$ cat config.mk
export PLATFORM = sky130hd
export DESIGN_NAME = jtdsp16_sout_deser
export DESIGN_NICKNAME = d
export VERILOG_FILES = /design/src/rtl/jtdsp16_sout_deser.sv
export SDC_FILE = /design/constraint.sdc
export NUM_CORES = 1
export LEC_CHECK = 0
export ABC_AREA = 1
export ABC_CLOCK_PERIOD_IN_PS = 3300
export CORE_AREA = 5 5 90 92
export CTS_CLUSTER_SIZE = 28
export DETAILED_ROUTE_END_ITERATION = 8
export DIE_AREA = 0 0 95 97
export PLACE_DENSITY = 0.76
export SLEW_MARGIN = 20
export SYNTH_ARGS = -nofsm -noshare
export SYNTH_HDL_FRONTEND = slang
export SYNTH_SLANG_ARGS = --single-unit
$ cat constraint.sdc
create_clock -name clk -period 3.3 [get_ports clk]
set_input_delay 0.495 -clock clk [delete_from_list [all_inputs] [get_ports clk]]
set_output_delay 0.495 -clock clk [all_outputs]
set_load 0.02 [all_outputs]
$ cat src/rtl/jtdsp16_sout_deser.sv
// Receiver for the DSP16 serial output port: rebuilds 16-bit words from sdo/ock/old/sadd,
// pairs left/right words and hands each pair to the mixer over a valid/ack handshake.
module jtdsp16_sout_deser #(
    parameter int MSB_FIRST = 1,
    parameter int TIMEOUT   = 64
) (
    input  logic        clk,
    input  logic        rst,
    input  logic        enable,
    input  logic        sdo,
    input  logic        ock,
    input  logic        old,
    input  logic        sadd,
    output logic        doen,
    output logic [15:0] left,
    output logic [15:0] right,
    output logic        sample_valid,
    input  logic        sample_ack,
    output logic        frame_err,
    output logic        overrun
);

    localparam int TW = $clog2(TIMEOUT + 1);

    localparam logic [1:0] ST_IDLE  = 2'd0;
    localparam logic [1:0] ST_SHIFT = 2'd1;
    localparam logic [1:0] ST_DONE  = 2'd2;

    // synchroniser vector order: {sdo, ock, old, sadd}
    logic [3:0]    sync1_d, sync1_q;
    logic [3:0]    sync2_d, sync2_q;
    logic [1:0]    edge_d,  edge_q;

    logic          sdo_s;
    logic          sadd_s;
    logic          ock_rise_s;
    logic          old_rise_s;

    logic [1:0]    state_d,  state_q;
    logic [4:0]    cnt_d,    cnt_q;
    logic [TW-1:0] timer_d,  timer_q;
    logic [15:0]   shift_d,  shift_q;
    logic          chan_d,   chan_q;
    logic [15:0]   hold_l_d, hold_l_q;
    logic          pend_l_d, pend_l_q;
    logic [15:0]   left_d,   left_q;
    logic [15:0]   right_d,  right_q;
    logic          valid_d,  valid_q;
    logic          ferr_d,   ferr_q;
    logic          ovr_d,    ovr_q;
    logic          doen_d,   doen_q;

    logic          ferr_set_s;
    logic          ovr_set_s;
    logic          load_s;
    logic [15:0]   shift_in_s;

    // Synchroniser chain and edge-detect stage
    always_comb begin
        sync1_d = {sdo, ock, old, sadd};
        sync2_d = sync1_q;
        edge_d  = {sync2_q[2], sync2_q[1]};
    end

    assign sdo_s      = sync2_q[3];
    assign sadd_s     = sync2_q[0];
    assign ock_rise_s = sync2_q[2] & ~edge_q[1];
    assign old_rise_s = sync2_q[1] & ~edge_q[0];

    // Next shift-register value for one captured bit, in the configured bit order
    always_comb begin
        if (MSB_FIRST != 0) begin
            shift_in_s = {shift_q[14:0], sdo_s};
        end else begin
            shift_in_s = {sdo_s, shift_q[15:1]};
        end
    end

    // Receive FSM, pairing logic and output handshake
    always_comb begin
        state_d    = state_q;
        cnt_d      = cnt_q;
        timer_d    = timer_q;
        shift_d    = shift_q;
        chan_d     = chan_q;
        hold_l_d   = hold_l_q;
        pend_l_d   = pend_l_q;
        left_d     = left_q;
        right_d    = right_q;
        valid_d    = valid_q;
        ferr_d     = ferr_q;
        ovr_d      = ovr_q;
        doen_d     = enable;
        ferr_set_s = 1'b0;
        ovr_set_s  = 1'b0;
        load_s     = 1'b0;

        case (state_q)
            ST_IDLE: begin
                if (enable && old_rise_s) begin
                    chan_d  = sadd_s;
                    shift_d = 16'h0000;
                    cnt_d   = 5'd0;
                    timer_d = {TW{1'b0}};
                    state_d = ST_SHIFT;
                end else begin
                    state_d = ST_IDLE;
                end
            end
            ST_SHIFT: begin
                if (!enable) begin
                    state_d = ST_IDLE;
                end else if (old_rise_s) begin
                    // a new word start mid-word aborts the old one and restarts at once
                    ferr_set_s = 1'b1;
                    chan_d     = sadd_s;
                    shift_d    = 16'h0000;
                    cnt_d      = 5'd0;
                    timer_d    = {TW{1'b0}};
                    state_d    = ST_SHIFT;
                end else if (ock_rise_s) begin
                    shift_d = shift_in_s;
                    cnt_d   = cnt_q + 5'd1;
                    timer_d = {TW{1'b0}};
                    if (cnt_q == 5'd15) begin
                        state_d = ST_DONE;
                    end else begin
                        state_d = ST_SHIFT;
                    end
                end else begin
                    timer_d = timer_q + TW'(1);
                    if (timer_q == TW'(TIMEOUT - 1)) begin
                        ferr_set_s = 1'b1;
                        state_d    = ST_IDLE;
                    end else begin
                        state_d = ST_SHIFT;
                    end
                end
            end
            ST_DONE: begin
                state_d = ST_IDLE;
                if (!enable) begin
                    pend_l_d = 1'b0;
                end else if (chan_q) begin
                    hold_l_d = shift_q;
                    pend_l_d = 1'b1;
                end else if (pend_l_q) begin
                    pend_l_d = 1'b0;
                    if (!valid_q || sample_ack) begin
                        load_s = 1'b1;
                    end else begin
                        ovr_set_s = 1'b1;
                    end
                end else begin
                    pend_l_d = pend_l_q;
                end
            end
            default: begin
                state_d = ST_IDLE;
            end
        endcase

        if (!enable) begin
            pend_l_d = 1'b0;
        end else begin
            pend_l_d = pend_l_d;
        end

        if (load_s) begin
            left_d  = hold_l_q;
            right_d = shift_q;
            valid_d = 1'b1;
        end else if (valid_q && sample_ack) begin
            valid_d = 1'b0;
        end else begin
            valid_d = valid_q;
        end

        // a same-cycle set beats the ack clear
        if (ferr_set_s) begin
            ferr_d = 1'b1;
        end else if (sample_ack) begin
            ferr_d = 1'b0;
        end else begin
            ferr_d = ferr_q;
        end

        if (ovr_set_s) begin
            ovr_d = 1'b1;
        end else if (sample_ack) begin
            ovr_d = 1'b0;
        end else begin
            ovr_d = ovr_q;
        end
    end

    // State registers
    always_ff @(posedge clk or posedge rst) begin
        if (rst) begin
            sync1_q  <= 4'b0000;
            sync2_q  <= 4'b0000;
            edge_q   <= 2'b00;
            state_q  <= ST_IDLE;
            cnt_q    <= 5'd0;
            timer_q  <= {TW{1'b0}};
            shift_q  <= 16'h0000;
            chan_q   <= 1'b0;
            hold_l_q <= 16'h0000;
            pend_l_q <= 1'b0;
            left_q   <= 16'h0000;
            right_q  <= 16'h0000;
            valid_q  <= 1'b0;
            ferr_q   <= 1'b0;
            ovr_q    <= 1'b0;
            doen_q   <= 1'b0;
        end else begin
            sync1_q  <= sync1_d;
            sync2_q  <= sync2_d;
            edge_q   <= edge_d;
            state_q  <= state_d;
            cnt_q    <= cnt_d;
            timer_q  <= timer_d;
            shift_q  <= shift_d;
            chan_q   <= chan_d;
            hold_l_q <= hold_l_d;
            pend_l_q <= pend_l_d;
            left_q   <= left_d;
            right_q  <= right_d;
            valid_q  <= valid_d;
            ferr_q   <= ferr_d;
            ovr_q    <= ovr_d;
            doen_q   <= doen_d;
        end
    end

    assign doen         = doen_q;
    assign left         = left_q;
    assign right        = right_q;
    assign sample_valid = valid_q;
    assign frame_err    = ferr_q;
    assign overrun      = ovr_q;

endmodule

# [Word level (Yosys, flattened, before mapping)]
# Cells that the tools add are included.
[op_classes] n_eq_ne=9 n_reduce_logical=13 addsub=2 n_mux=49 bitwise_logic=4
[ops] op="two-way mux 16 bit" n=4
[ops] op="one-hot mux 16 bit (2 select lines)" n=1
[ops] op="two-way mux 1 bit" n=28
[ops] op="two-way mux 7 bit" n=4
[ops] op="two-way mux 5 bit" n=4
[ops] op="one-hot mux 7 bit (2 select lines)" n=1
[ops] op="one-hot mux 5 bit (2 select lines)" n=1
[ops] op="two-way mux 2 bit" n=4
[ops] op="AND reduction 4 bit" n=2
[ops] op="nonzero test 2 bit" n=4
[ops] op="adder 7 x 1 -> 7 bit (second input constant)" n=1
[ops] op="== test 7 x 6 -> 1 bit (second input constant)" n=1
[ops] op="!= test 2 bit (second input constant)" n=3
[ops] op="AND reduction 3 bit" n=2
[ops] op="adder 5 x 1 -> 5 bit (second input constant)" n=1
[ops] op="== test 5 x 4 -> 1 bit (second input constant)" n=1
[ops] op="one-hot mux 2 bit (2 select lines)" n=1
[ops] op="!= test 3 bit (second input constant)" n=1
[ops] op="bitwise AND 1 bit" n=2
[ops] op="== test 2 x 1 -> 1 bit (second input constant)" n=1
[ops] op="== test 2 bit (second input constant)" n=1
[ops] op="logical AND 1 bit" n=2
[ops] op="zero test 2 bit" n=1
[ops] op="!= test 2 x 1 -> 1 bit (second input constant)" n=1
[ops] op="4 further kinds" n=5
[totals] register_bits=94 wordCells=93 in_bits=8 output_inout_bits=36

# [Logic depth before layout (Yosys ltp)]
[logic_depth] ltp_word=8 ltp_mapped=9 depth_no_buf=9

# [Least setup slack after synthesis]
# OpenSTA, ideal clock, no wires.
[synth_timing] path_type="input to register" start="input port enable" end="register cnt_q[2]" setup_ns=0.118 t_required_ns=3.182 t_arrival_ns=1.150 cell_stages=8 setup_slack_ns=2.032 n_path_buf=1 cell_sequence="inv_1 -> nor2_1 -> nand2_1 -> nand2_4 -> nand2_4 -> buf_6 -> nand2_1 -> o21ai_2"
[synth_via] elab_chain_len=3 word_cells_on_any_way=4 cone_classes="eq/ne (2); reduce/logical (2)"
[synth_lines] element="start, declared" line="9" text="input logic enable,"
[synth_lines] element="logical AND 1 bit" line="100" text="if (enable && old_rise_s) begin"
[synth_lines] element="!= test 2 bit (no source line)"
[synth_lines] element="AND reduction 4 bit (no source line) (*)"
[synth_lines] element="end signal, assigned" line="221" text="cnt_q <= cnt_d;"
[synth_lines] element="end, declared" line="40" text="logic [4:0] cnt_d, cnt_q;"
# Mark *: on every way between the ends. The rest lies on a longest branch, timed or not.
# A chain may end at the register's enable or synchronous reset.

# [Worst setup path after layout]
[layout_timing] start="input port enable" end="register cnt_q[4]"
# Same word-level chain as after synthesis.

==> metrics.csv <==
metric,value,unit
fillers,604,
mostFrequentLayoutCells,"nand2_1, dfrtp_1, inv_1",
antenna_cells,0,
clk_pin_slew,90,ps
max_freq,528,MHz
cts_root_buffer,clkbuf_8,
postCtsHoldBufs,0,
ir_drop,0.265,mV
comb_power_share,0.046,
post-synth-top-area-cell,dfrtp_1,
drc,0,
drt-initial-drc-count,123,
timing.reg2reg.setup_slack,1570,ps
dieArea,9220,sq um
drt-total-wl,6610,um
synth_area_leaders,"dfrtp_1, nand2_1, o21ai_2",
p_switching,0.480,mW
tightest_slew,713,ps
maxSlewHeadroom,0.525,
overflow,0,
fin_skew,12.3,ps
firstDrtPassIters,6,
p_leak,2.04,nW
cts.sinks,94,
io_pins,44,
ys_seq_area_frac,0.597,
clockBufferDepth,2,
die_h,97,um
postCtsSetupBuffers,0,
period_share,0.574,
rsz0062_at_grt,no,
syn_nets,412,
gp_congestion,0.739,
final_common_cell,nand2_1,
setup_viol,0,
min_period,1890,ps
start_util,0.552,
cp.arrival,2130,ps
post-place-ws,1050,ps
holdWs,353,ps
critPathRequiredTime,3530,ps
netlist_area,3940,sq um
setup_tns,0,ps
maxCapViolCount,0,
syn_inst,401,
synthDistinctLibCells,27,
antenna_found_initial,0,
area_growth,16.1,%
nets,453,
rows,31,
ant_nets,0,
fin_ws,1410,ps
clock_latency,360,ps
gr-usage-all-layers,0.158,
slew_violations,0,
crit_fanout,42,
hold_viol,0,
viasPerCell,4.82,
intPower,1.55,mW
synth_seq_cells,94,
min_path_type,flip-flop to flip-flop,
ctsResizeCount,0,
grt_pass1_vias,2589,
power_density,443,nW/um^2
cts_buffers,9,
ys_warn_count,0,
drive_gt1_frac,0.152,
startpoint_type,primary input,
outcome,"complete, no violations",
syn_area_per_cell,9.83,sq um
grt_pass1_wl,11700,um
cts_htree_levels,3,
vias,2632,
setup.worst_path.end_class,flip-flop,
grt_max_degree,66,
die_w,95,um
synth_top_area_frac,0.597,
portBuffers,43,
sw_frac_of_total,0.237,
wire_per_inst,12.1,um
cts_tree,done,
core-area,7140,sq um
seqPwrFrac,0.582,
hpwl,4530,um
p_clk_frac,0.372,
critPathKind,primary input to flip-flop,
cells by family (layout without fill, tap and decap cells):
group / after synthesis / count (layout) / share of synthesized area
flops: 94 / 94 / 0.597
mux: 1 / 1 / 0.00286
buf+inv: 70 / 116 / 0.0905
fa+ha+maj: 3 / 3 / 0.00953
simple gates: 158 / 158 / 0.170
compound gates: 75 / 75 / 0.130
metal layers:
layer  share of wire  track usage  routed length [um]  vias up
li1                -            -                   -     1331
met1            0.47        0.209                3120     1254
met2            0.48        0.255                3160       41
met3           0.036       0.0357                 235        6
met4           0.013       0.0566                  87        0
met5               0            0                   0        -
cells in the mapped netlist (all sizes together):
library cell / number
buf: 13
nor2: 18
dfrtp: 94
a21boi: 1
clkinv: 1
or2: 1
o21ai: 71
nand4: 4
mux2: 1
inv: 54
a21oi: 3
nand2: 126
nor3: 1
ha: 3
nand3: 8
clkbuf: 2
per-stage QoR:
stage               power (mW)  instance area, sq um  cells   util
floorplan                 1.28                  3940    401      -
global placement          1.30                  4380    530  0.613
detailed placement        1.30                  4380    530  0.613
CTS                       2.04                  4570    546  0.641
global route              2.11                  4570    546  0.641
finish                    2.03                  4570    546  0.641
cell type report:
| cell class | instances | area [sq um] | area share |
|---|---|---|---|
| Timing Repair Buffer | 45 | 458 | 0.100 |
| Inverter | 55 | 213 | 0.0465 |
| Sequential cell | 94 | 2350 | 0.514 |
| Clock buffer | 9 | 124 | 0.0271 |
| Tap cell | 99 | 124 | 0.0271 |
| Clock inverter | 7 | 72.6 | 0.0159 |
| Multi-Input combinational cell | 237 | 1230 | 0.269 |
power by group through the flow:
stage	clock network, mW	registers (mW)	logic (mW)
final	0.753	1.18	0.0938
after global routing	0.819	1.18	0.107
after CTS	0.769	1.18	0.0964
after detailed placement	0	1.20	0.0961
after global placement	0	1.20	0.0938
after floorplan	0	1.20	0.0760
path summary, 6_finish.rpt:
path / start / depth (start not counted) / endpoint
max in group asynchronous: rst / 3 / shift_q[14]
max reg2reg: state_q[1] / 8 / cnt_q[4]
max: enable / 9 / cnt_q[4]
min: sync1_q[1] / 0 / sync2_q[1]
min in group asynchronous: rst / 2 / right[4]
min reg2reg: sync1_q[1] / 0 / sync2_q[1]
state kept, by name, indices dropped and copies added, names as in the netlist, 2 cells and up:
register  flops
sync1_q       4
cnt_q         5
timer_q       7
hold_l_q     16
edge_q        2
right        16
left         16
sync2_q       4
shift_q      16
state_q       2
worst max-delay path, cell delays in order:
cell             delay (ps)
clkdlybuf4s50_1         500
inv_1                   110
nor2_1                   40
nand2_1                 160
nand2_4                 110
nand2_4                 410
inv_1                   140
nand2_1                  80
o21ai_0                  80
Power figures use the tool's default switching activity.
